**src/rtl/dma_hold_responder.sv**
```systemverilog
// CPU-side responder for the DMA hold handshake: stall the CPU, float its bus,
// then grant HLDA; release on HRQ drop or when the hold-time limit expires.
module dma_hold_responder #(
    parameter int FLOAT_DLY  = 1,
    parameter int TURN_DLY   = 1,
    parameter int HOLD_LIMIT = 1024
) (
    input  logic        clk,
    input  logic        rst_n,
    input  logic        HRQ,
    input  logic        cpu_busy,
    input  logic        AEN,
    input  logic        TC,
    output logic        HLDA,
    output logic        BUS_FLOAT,
    output logic        CPU_STALL,
    output logic [7:0]  grant_count,
    output logic [15:0] hold_cycles,
    output logic        timeout_flag,
    output logic        tc_seen
);

    typedef enum logic [2:0] {
        S_IDLE,
        S_WAIT_CYC,
        S_FLOAT,
        S_GRANT,
        S_RELEASE,
        S_LOCKOUT
    } state_t;

    localparam logic [2:0]  FLOAT_LOAD = 3'(FLOAT_DLY);
    localparam logic [2:0]  TURN_LOAD  = 3'(TURN_DLY);
    localparam logic        LIMIT_EN   = (HOLD_LIMIT != 0);
    localparam logic [15:0] LIMIT_LAST = 16'(HOLD_LIMIT - 1);

    state_t     state, state_nxt;
    logic [2:0] dly_cnt, dly_cnt_nxt;
    logic       to_pend, to_pend_nxt;
    logic       hrq_meta, hrq_s;
    logic       grant_entry, grant_done, timeout_evt;

    // AEN is a debug-only observation; it has no functional effect here.
    logic unused_aen;
    assign unused_aen = AEN;

    // NOTE: non-blocking assignments make hrq_s take the previous hrq_meta,
    // giving a real two-stage synchronizer instead of a single wire-through.
    always_ff @(posedge clk or negedge rst_n) begin
        if (!rst_n) begin
            hrq_meta <= 1'b0;
            hrq_s    <= 1'b0;
        end else begin
            hrq_meta <= HRQ;
            hrq_s    <= hrq_meta;
        end
    end

    always_ff @(posedge clk or negedge rst_n) begin
        if (!rst_n) begin
            state   <= S_IDLE;
            dly_cnt <= 3'd0;
            to_pend <= 1'b0;
        end else begin
            state   <= state_nxt;
            dly_cnt <= dly_cnt_nxt;
            to_pend <= to_pend_nxt;
        end
    end

    // NOTE: every signal driven here gets a default first, so no path
    // through the case statement can leave one unassigned and infer a latch.
    always_comb begin
        state_nxt   = state;
        dly_cnt_nxt = dly_cnt;
        to_pend_nxt = to_pend;
        grant_entry = 1'b0;
        grant_done  = 1'b0;
        timeout_evt = 1'b0;
        case (state)
            S_IDLE: begin
                if (hrq_s) state_nxt = S_WAIT_CYC;
            end
            S_WAIT_CYC: begin
                if (!hrq_s) begin
                    state_nxt = S_IDLE;
                end else if (!cpu_busy) begin
                    state_nxt   = S_FLOAT;
                    dly_cnt_nxt = FLOAT_LOAD;
                end
            end
            S_FLOAT: begin
                if (!hrq_s) begin
                    state_nxt   = S_RELEASE;
                    dly_cnt_nxt = TURN_LOAD;
                    to_pend_nxt = 1'b0;
                end else if (dly_cnt <= 3'd1) begin
                    state_nxt   = S_GRANT;
                    dly_cnt_nxt = 3'd0;
                    grant_entry = 1'b1;
                end else begin
                    dly_cnt_nxt = dly_cnt - 3'd1;
                end
            end
            S_GRANT: begin
                // A requester drop wins over a coincident timeout.
                if (!hrq_s) begin
                    state_nxt   = S_RELEASE;
                    dly_cnt_nxt = TURN_LOAD;
                    to_pend_nxt = 1'b0;
                    grant_done  = 1'b1;
                end else if (LIMIT_EN && hold_cycles == LIMIT_LAST) begin
                    state_nxt   = S_RELEASE;
                    dly_cnt_nxt = TURN_LOAD;
                    to_pend_nxt = 1'b1;
                    grant_done  = 1'b1;
                    timeout_evt = 1'b1;
                end
            end
            S_RELEASE: begin
                if (dly_cnt <= 3'd1) begin
                    state_nxt   = to_pend ? S_LOCKOUT : S_IDLE;
                    dly_cnt_nxt = 3'd0;
                    to_pend_nxt = 1'b0;
                end else begin
                    dly_cnt_nxt = dly_cnt - 3'd1;
                end
            end
            S_LOCKOUT: begin
                if (!hrq_s) state_nxt = S_IDLE;
            end
            default: begin
                state_nxt   = S_IDLE;
                dly_cnt_nxt = 3'd0;
                to_pend_nxt = 1'b0;
            end
        endcase
    end

    // Handshake outputs decode straight from state so reset drops them at once.
    always_comb begin
        HLDA      = (state == S_GRANT);
        BUS_FLOAT = (state == S_FLOAT) || (state == S_GRANT) || (state == S_RELEASE);
        CPU_STALL = (state == S_WAIT_CYC) || BUS_FLOAT;
    end

    always_ff @(posedge clk or negedge rst_n) begin
        if (!rst_n) begin
            grant_count  <= 8'd0;
            hold_cycles  <= 16'd0;
            timeout_flag <= 1'b0;
            tc_seen      <= 1'b0;
        end else begin
            if (grant_entry)
                hold_cycles <= 16'd0;
            else if (state == S_GRANT && hold_cycles != 16'hFFFF)
                hold_cycles <= hold_cycles + 16'd1;
            if (grant_done)
                grant_count <= grant_count + 8'd1;
            if (timeout_evt)
                timeout_flag <= 1'b1;
            if (state == S_GRANT && TC)
                tc_seen <= 1'b1;
        end
    end

endmodule

```
**config.mk**
```make
export PLATFORM = sky130hd
export DESIGN_NAME = dma_hold_responder
export DESIGN_NICKNAME = d
export VERILOG_FILES = /design/src/rtl/dma_hold_responder.sv
export SDC_FILE = /design/constraint.sdc
export NUM_CORES = 1
export LEC_CHECK = 0
export CELL_PAD_IN_SITES_DETAIL_PLACEMENT = 1
export CELL_PAD_IN_SITES_GLOBAL_PLACEMENT = 2
export CORE_ASPECT_RATIO = 0.6
export CORE_UTILIZATION = 30
export DETAILED_ROUTE_END_ITERATION = 16
export PLACE_DENSITY = 0.86
export SYNTH_ARGS = -nofsm -noshare
export SYNTH_HDL_FRONTEND = slang
export SYNTH_SLANG_ARGS = --single-unit
export TNS_END_PERCENT = 100
```
**constraint.sdc**
```tcl
create_clock -name clk -period 2.6 [get_ports clk]
set_input_delay 0.26 -clock clk [delete_from_list [all_inputs] [get_ports clk]]
set_output_delay 0.26 -clock clk [all_outputs]
set_load 0.02 [all_outputs]
```
==> results of run 1 <==
kinds of logic (layout without fill, tap and decap cells):
logic type,after synthesis,in the layout,synth area share (%)
AO/OA/AOI/OAI,37,37,13.3
XOR/XNOR,17,17,7.90
adder cells (fa/ha/maj),4,4,2.65
buffers and inverters,15,55,3.38
flip-flops,35,35,46.4
multiplexers,4,4,2.19
AND/OR/NAND/NOR,83,83,24.2
cell usage after synthesis, types with 2 or more instances:
master	instances
dfrtp_1	35
nor2_1	17
nand2_1	14
nand4_1	14
xnor2_1	12
a21oi_1	10
inv_1	7
nor3_1	7
nand2b_1	6
nand3_1	6
and3_1	5
xor2_1	5
clkbuf_1	4
ha_1	4
o21ai_0	4
or3_1	4
a211oi_1	3
mux2i_1	3
a21o_1	2
buf_1	2
nor2b_1	2
nor4_1	2
o21ai_1	2
o21bai_1	2
o32ai_1	2
layer usage:
metal,GRT usage [%],vias to the layer above
li1,-,787
met1,25.8,813
met2,22.3,40
met3,4.55,5
met4,4.29,0
met5,0,-
stage by stage:
step                      power [W]  cell area (um^2)  setup WS [ns]  instances
after global placement      0.00157              2330          0.406        307
final                       0.00210              2440          0.248        315
after CTS                   0.00212              2440          0.251        315
after detailed placement    0.00159              2330          0.375        307
after floorplan             0.00126              1890          0.475        195
after global routing        0.00225              2440          0.151        315
final cells by class:
class	count	area (um^2)	share of cell area (%)
clock buffer	5	68.8	2.82
clock inverter	3	47.5	1.95
inverter	8	30.0	1.23
multi-input combinational	145	946	38.7
sequential	35	876	35.8
tap	80	100	4.10
timing repair buffer	39	375	15.4
placed cells by master, fill, tap and decap left out, drive strengths merged, types with 2 or more instances in the layout:
cell	n
nand4	14
a211oi	3
inv	9
or4	2
o21ai	6
nor2b	2
mux2i	3
nand2	14
nor2	17
buf	6
o21bai	2
xnor2	12
ha	4
dfrtp	35
clkdlybuf4s50	33
o32ai	2
or3	4
a21oi	10
xor2	5
nand3	6
clkbuf	5
nor4	3
nand2b	6
a21o	2
and3	5
nor3	7
worst max-delay path by stage:
stage | from | end | slack [ns]
final | state[0] | HLDA | 0.25
after global placement | hold_cycles[10] | grant_count[1] | 0.41
after detailed placement | hold_cycles[10] | grant_count[1] | 0.38
after floorplan | hold_cycles[0] | grant_count[1] | 0.47
after global routing | state[0] | HLDA | 0.15
after CTS | state[0] | HLDA | 0.25
power by group through the flow:
stage,combinational [W],sequential [W],clock (W)
floorplan,0.000464,0.000797,0
global route,0.000851,0.000834,0.000562
CTS,0.000779,0.000807,0.000536
finish,0.000769,0.000809,0.000521
detailed placement,0.000776,0.000815,0
global placement,0.000756,0.000810,0
flip-flops by register name, summed over array words and instances, names as in the netlist, 3 cells and up:
signal / flops
dly_cnt: 3
hold_cycles: 16
grant_count: 8
state: 3
==> results.md, run 1 <==
* Fill cell count at 676
* Worst Setup End Kind: output pin
* Least-Margin Pin Slew at 0.608 ns
* Slew headroom at 59.3%
* Yosys warning total at 0
* FMAX at 425 MHz
* Hold WS at 0.354 ns
* Routed met3 length at 227 um
* Vias at 1645
* Worst vdd ir at 378 uV
* Most common flop cell mapped by yosys: dfrtp_1
* Delay-heaviest family, CP: flip-flops
* Routed vias/inst at 5.22
* TritonRoute pass-1 iters at 4
* FP Rows at 21
* Total global routing overflow at 0
* All-Layer GR Usage at 16.7%
* Reg2reg start: hold_cycles[10]
* Worst setup SP type: flip-flop
* Reg clk slew, reported paths at 0.09 ns
* I/O pin count at 35
* Routed wire per std cell at 15.9 um
* Cell taking the most area after synthesis: dfrtp_1
* Worst Path Buf+Inv at 1
* Initial core utilization at 32.5%
* Initial antenna violation count at 0
* R2r setup slk at 0.33 ns
* CTS resizes at 0
* Cells along the critical path: and3b_1 -> clkdlybuf4s50_1
* Net Sw Power at 0.000824 W
* Residual DRC at 0
* RSZ-0062 raised after global routing: no
* Avg Inst Size Synth at 9.67 um^2
* Crit Path Category: flip-flop to output pin
* Cells taking the most area after synthesis: dfrtp_1 46%, xnor2_1 5.6%, nand4_1 4.6%
* Switching Fraction at 39.3%
* Clock Path Buffers at 2
* Final Slew Violations at 0
* Final Util at 42.1%
* Final worst-path cycle share at 90.5%
* DR top layer: met4
* Die Ht at 63.4 um
* Final setup violation count at 0
* Layout area overhead at 29.6%
* Mapped Area at 0.00189 mm^2
* FFs w/ async S/R, synth at 100%
* Leakage power at 1.02 nW
* Post-DP HPWL at 3680 um
* Int Pwr at 0.00127 W
* # H-tree levels at 2
* Worst r2r dst: grant_count[1]
* Core Box Area at 0.00581 mm^2
* Routability congestion estimate at 0.750
* HP Start: hrq_meta
* Part of the power in registers at 38.6%
* Post-synth EDFFs at 0
* CTS tree: done
* Max-cap violation count at 0
* Met1 WL at 2810 um
* Fraction of final layout cells sized beyond drive strength 1 at 7.66%
* WP depth at 2
* Clock share of power at 24.8%
* Top cell type's share of synthesized area at 46.4%
* Num CTS Buffers at 5
* Vias in the first global route at 1649
* Req. time, crit path at 2.34 ns
* Register-to-Register Path Depth at 4
* # diodes at 0
* Total Nets Final at 244
* Met2 WL at 1930 um
* Largest net degree at the start of global routing at 36
* WL final at 5000 um
* Die width at 104 um
* Synth unique cells at 46
* IO buf count at 33
* Critical path arrival at 2.09 ns
* First-pass GRT wire length at 8470 um
* Seq/Total Area, Yosys at 46.4%
* Skew final at 0.0188 ns
* PD cells at 859 mW/mm^2
* Die Area at 0.00662 mm^2
* Status: finished clean
* Hold/Removal Path Class: flip-flop to flip-flop
* Worst skew pair latency at 0.30 ns
* Post-detailed-route count of antenna-violating nets at 0
* Setup total negative slack at 0 ns
* 1st-iter DRT viols at 60
* Mapped Cells at 195
* # Post-CTS Setup Buffers at 0
* CP max stage cell: dfrtp_1
* Gate power share at 36.6%
* Worst Hold Endpoint: hrq_s
* Cts hold-fix bufs at 0
* Peak fanout along the critical path at 16
* Min cycle time layout at 2.35 ns
* Synth Net Count at 205
* CP peak stage delay at 0.67 ns
* Cells on Worst Hold Path at 0
* Final Hold Fails at 0
* Clk sinks at 35
* Synthesized flop and latch total at 35
* Clk root buf: clkbuf_8
Note: power is estimated with default switching activity, not from simulation.
==> inputs of run 2 (changes only) <==
--- a/config.mk
+++ b/config.mk
@@ -10,7 +10,8 @@
 export CORE_ASPECT_RATIO = 0.6
 export CORE_UTILIZATION = 30
 export DETAILED_ROUTE_END_ITERATION = 16
-export PLACE_DENSITY = 0.86
+export HOLD_SLACK_MARGIN = 0.15
+export PLACE_DENSITY = 0.87
 export SYNTH_ARGS = -nofsm -noshare
 export SYNTH_HDL_FRONTEND = slang
 export SYNTH_SLANG_ARGS = --single-unit
==> results.md, run 2 (synthesis gave the netlist of run 1 again) <==
* Leakage power at 1.02 nW (about the same)
* CP peak stage delay at 0.68 ns (was 0.67 ns)
* Final worst-path cycle share at 88.0% (was 90.5%)
* Largest Register: hold_cycles (unchanged)
* Final Slew Violations at 0 (unchanged)
* I/O pin count at 35 (unchanged)
* Most frequent cells in the layout: 35 x dfrtp_1, 33 x clkdlybuf4s50_1, 17 x nor2_1 (unchanged)
* Worst Path Buf+Inv at 1 (unchanged)
* 1st-iter DRT viols at 77 (was 60)
* First-pass GRT wire length at 8510 um (was 8470 um)
* Worst vdd ir at 363 uV (was 378 uV)
* Status: finished clean (unchanged)
* CTS resizes at 0 (unchanged)
* Total global routing overflow at 0 (unchanged)
* Min cycle time layout at 2.29 ns (was 2.35 ns)
* FMAX at 437 MHz (was 425 MHz)
* WL final at 4990 um (was 5000 um)
* # Post-CTS Setup Buffers at 0 (unchanged)
* # H-tree levels at 2 (unchanged)
* Worst setup SP type: flip-flop (unchanged)
* Residual DRC at 0 (unchanged)
* Max-cap violation count at 0 (unchanged)
* Core Box Area at 0.00581 mm^2 (unchanged)
* Least-Margin Pin Slew at 0.568 ns (was 0.608 ns)
* Clk sinks at 35 (unchanged)
* PD cells at 874 mW/mm^2 (was 859 mW/mm^2)
* All-Layer GR Usage at 16.6% (was 16.7%)
* Hold/Removal Path Class: flip-flop to flip-flop (unchanged)
* Delay-heaviest family, CP: buffers and inverters (was flip-flops)
* RSZ-0062 raised after global routing: no (unchanged)
* Setup total negative slack at 0 ns (unchanged)
* Final Hold Fails at 0 (unchanged)
* Worst Slack Setup Final at 0.311 ns (was 0.248 ns)
* Vias in the first global route at 1609 (was 1649)
* Routability congestion estimate at 0.727 (was 0.750)
* Worst skew pair latency at 0.29 ns (was 0.30 ns)
* IO buf count at 33 (unchanged)
* Clock Path Buffers at 2 (unchanged)
* Routed vias/inst at 5.26 (was 5.22)
* Vias at 1658 (was 1645)
* Cts hold-fix bufs at 0 (unchanged)
* CTS tree: done (unchanged)
* Biggest regs: hold_cycles x16, grant_count x8 (unchanged)
* Cells along the critical path: and3b_1 -> clkdlybuf4s50_1 (unchanged)
* Die width at 104 um (unchanged)
* Die Area at 0.00662 mm^2 (unchanged)
* Fraction of final layout cells sized beyond drive strength 1 at 7.23% (was 7.66%)
* Hold WS at 0.363 ns (was 0.354 ns)
* Post-DP HPWL at 3720 um (was 3680 um)
* Post-detailed-route count of antenna-violating nets at 0 (unchanged)
* CP max stage cell: clkdlybuf4s50_1 (was dfrtp_1)
* Clk root buf: clkbuf_8 (unchanged)
* FP Rows at 21 (unchanged)
* Crit Path Category: flip-flop to output pin (unchanged)
* Req. time, crit path at 2.34 ns (about the same)
* # diodes at 0 (unchanged)
* Final setup violation count at 0 (unchanged)
* Largest net degree at the start of global routing at 36 (unchanged)
* Layout area overhead at 30.5% (was 29.6%)
* Skew final at 0.0101 ns (was 0.0188 ns)
* Peak fanout along the critical path at 16 (unchanged)
* Fill cell count at 679 (was 676)
* Die Ht at 63.4 um (unchanged)
* TritonRoute pass-1 iters at 4 (unchanged)
* Initial antenna violation count at 0 (unchanged)
* Num CTS Buffers at 5 (unchanged)
* Reg clk slew, reported paths at 0.08 ns (was 0.09 ns)
* Total Nets Final at 244 (unchanged)
* Initial core utilization at 32.5% (unchanged)
* Worst Setup End Kind: output pin (unchanged)
* Max reg flops at 16 (unchanged)
* Critical path arrival at 2.03 ns (was 2.09 ns)
* Dpl ws at 0.367 ns (was 0.375 ns)
* Routed wire per std cell at 15.8 um (was 15.9 um)
* Slew headroom at 61.8% (was 59.3%)
* Commonest non-fill, non-tap cell in the layout: dfrtp_1 (unchanged)
[run 2: final cells by class]
class                           instances  area, um^2  share of cell area, %
Inverter                                8        30.0                   1.22
Multi-Input combinational cell        145         946                   38.5
Timing Repair Buffer                   39         375                   15.3
Clock buffer                            6        72.6                   2.95
Sequential cell                        35         876                   35.6
Clock inverter                          2        60.1                   2.44
Tap cell                               80         100                   4.07
[run 2: final timing paths]
path | depth (start not counted) | endpoint | slack [ns] | start
hold / removal | 0 | hrq_s | 0.36 | hrq_meta
min in group asynchronous | 2 | hold_cycles[9] | 0.38 | rst_n
hold reg to reg | 0 | hrq_s | 0.36 | hrq_meta
max in group asynchronous | 2 | hold_cycles[6] | 1.88 | rst_n
setup reg to reg | 7 | dly_cnt[2] | 0.37 | hold_cycles[0]
setup / recovery | 2 | HLDA | 0.31 | state[0]
[run 2: per-stage QoR]
stage / area, um^2 / total power (W) / cells / utilization, %
5_1_grt: 2460 / 0.00229 / 315 / 42.4
3_3_place_gp: 2330 / 0.00155 / 307 / 40.1
6_report: 2460 / 0.00215 / 315 / 42.4
2_1_floorplan: 1890 / 0.00126 / 195 / -
3_5_place_dp: 2330 / 0.00158 / 307 / 40.1
4_1_cts: 2460 / 0.00218 / 315 / 42.4
[run 2: routing by layer]
metal / track usage [%] / routed length, um / up-vias
li1: - / - / 788
met1: 24.8 / 2710 / 821
met2: 22.5 / 1990 / 44
met3: 4.24 / 241 / 5
met4: 5.89 / 48 / 0
met5: 0 / 0 / -
[run 2: where the power goes]
group	leakage [nW]	switching, W	internal (W)	total [W]
clock	0.0654	0.000208	0.000384	0.000592
combinational	0.493	0.000403	0.000341	0.000744
sequential	0.466	0.000181	0.000633	0.000814
[run 2: worst register-to-register path, stage by stage, from the launching register on]
cell	delay, ns
dfrtp_1	0.46
ha_1	0.23
nand4_1	0.22
nor4_4	0.51
buf_4	0.20
o32ai_1	0.12
o21bai_1	0.21
a21o_1	0.18
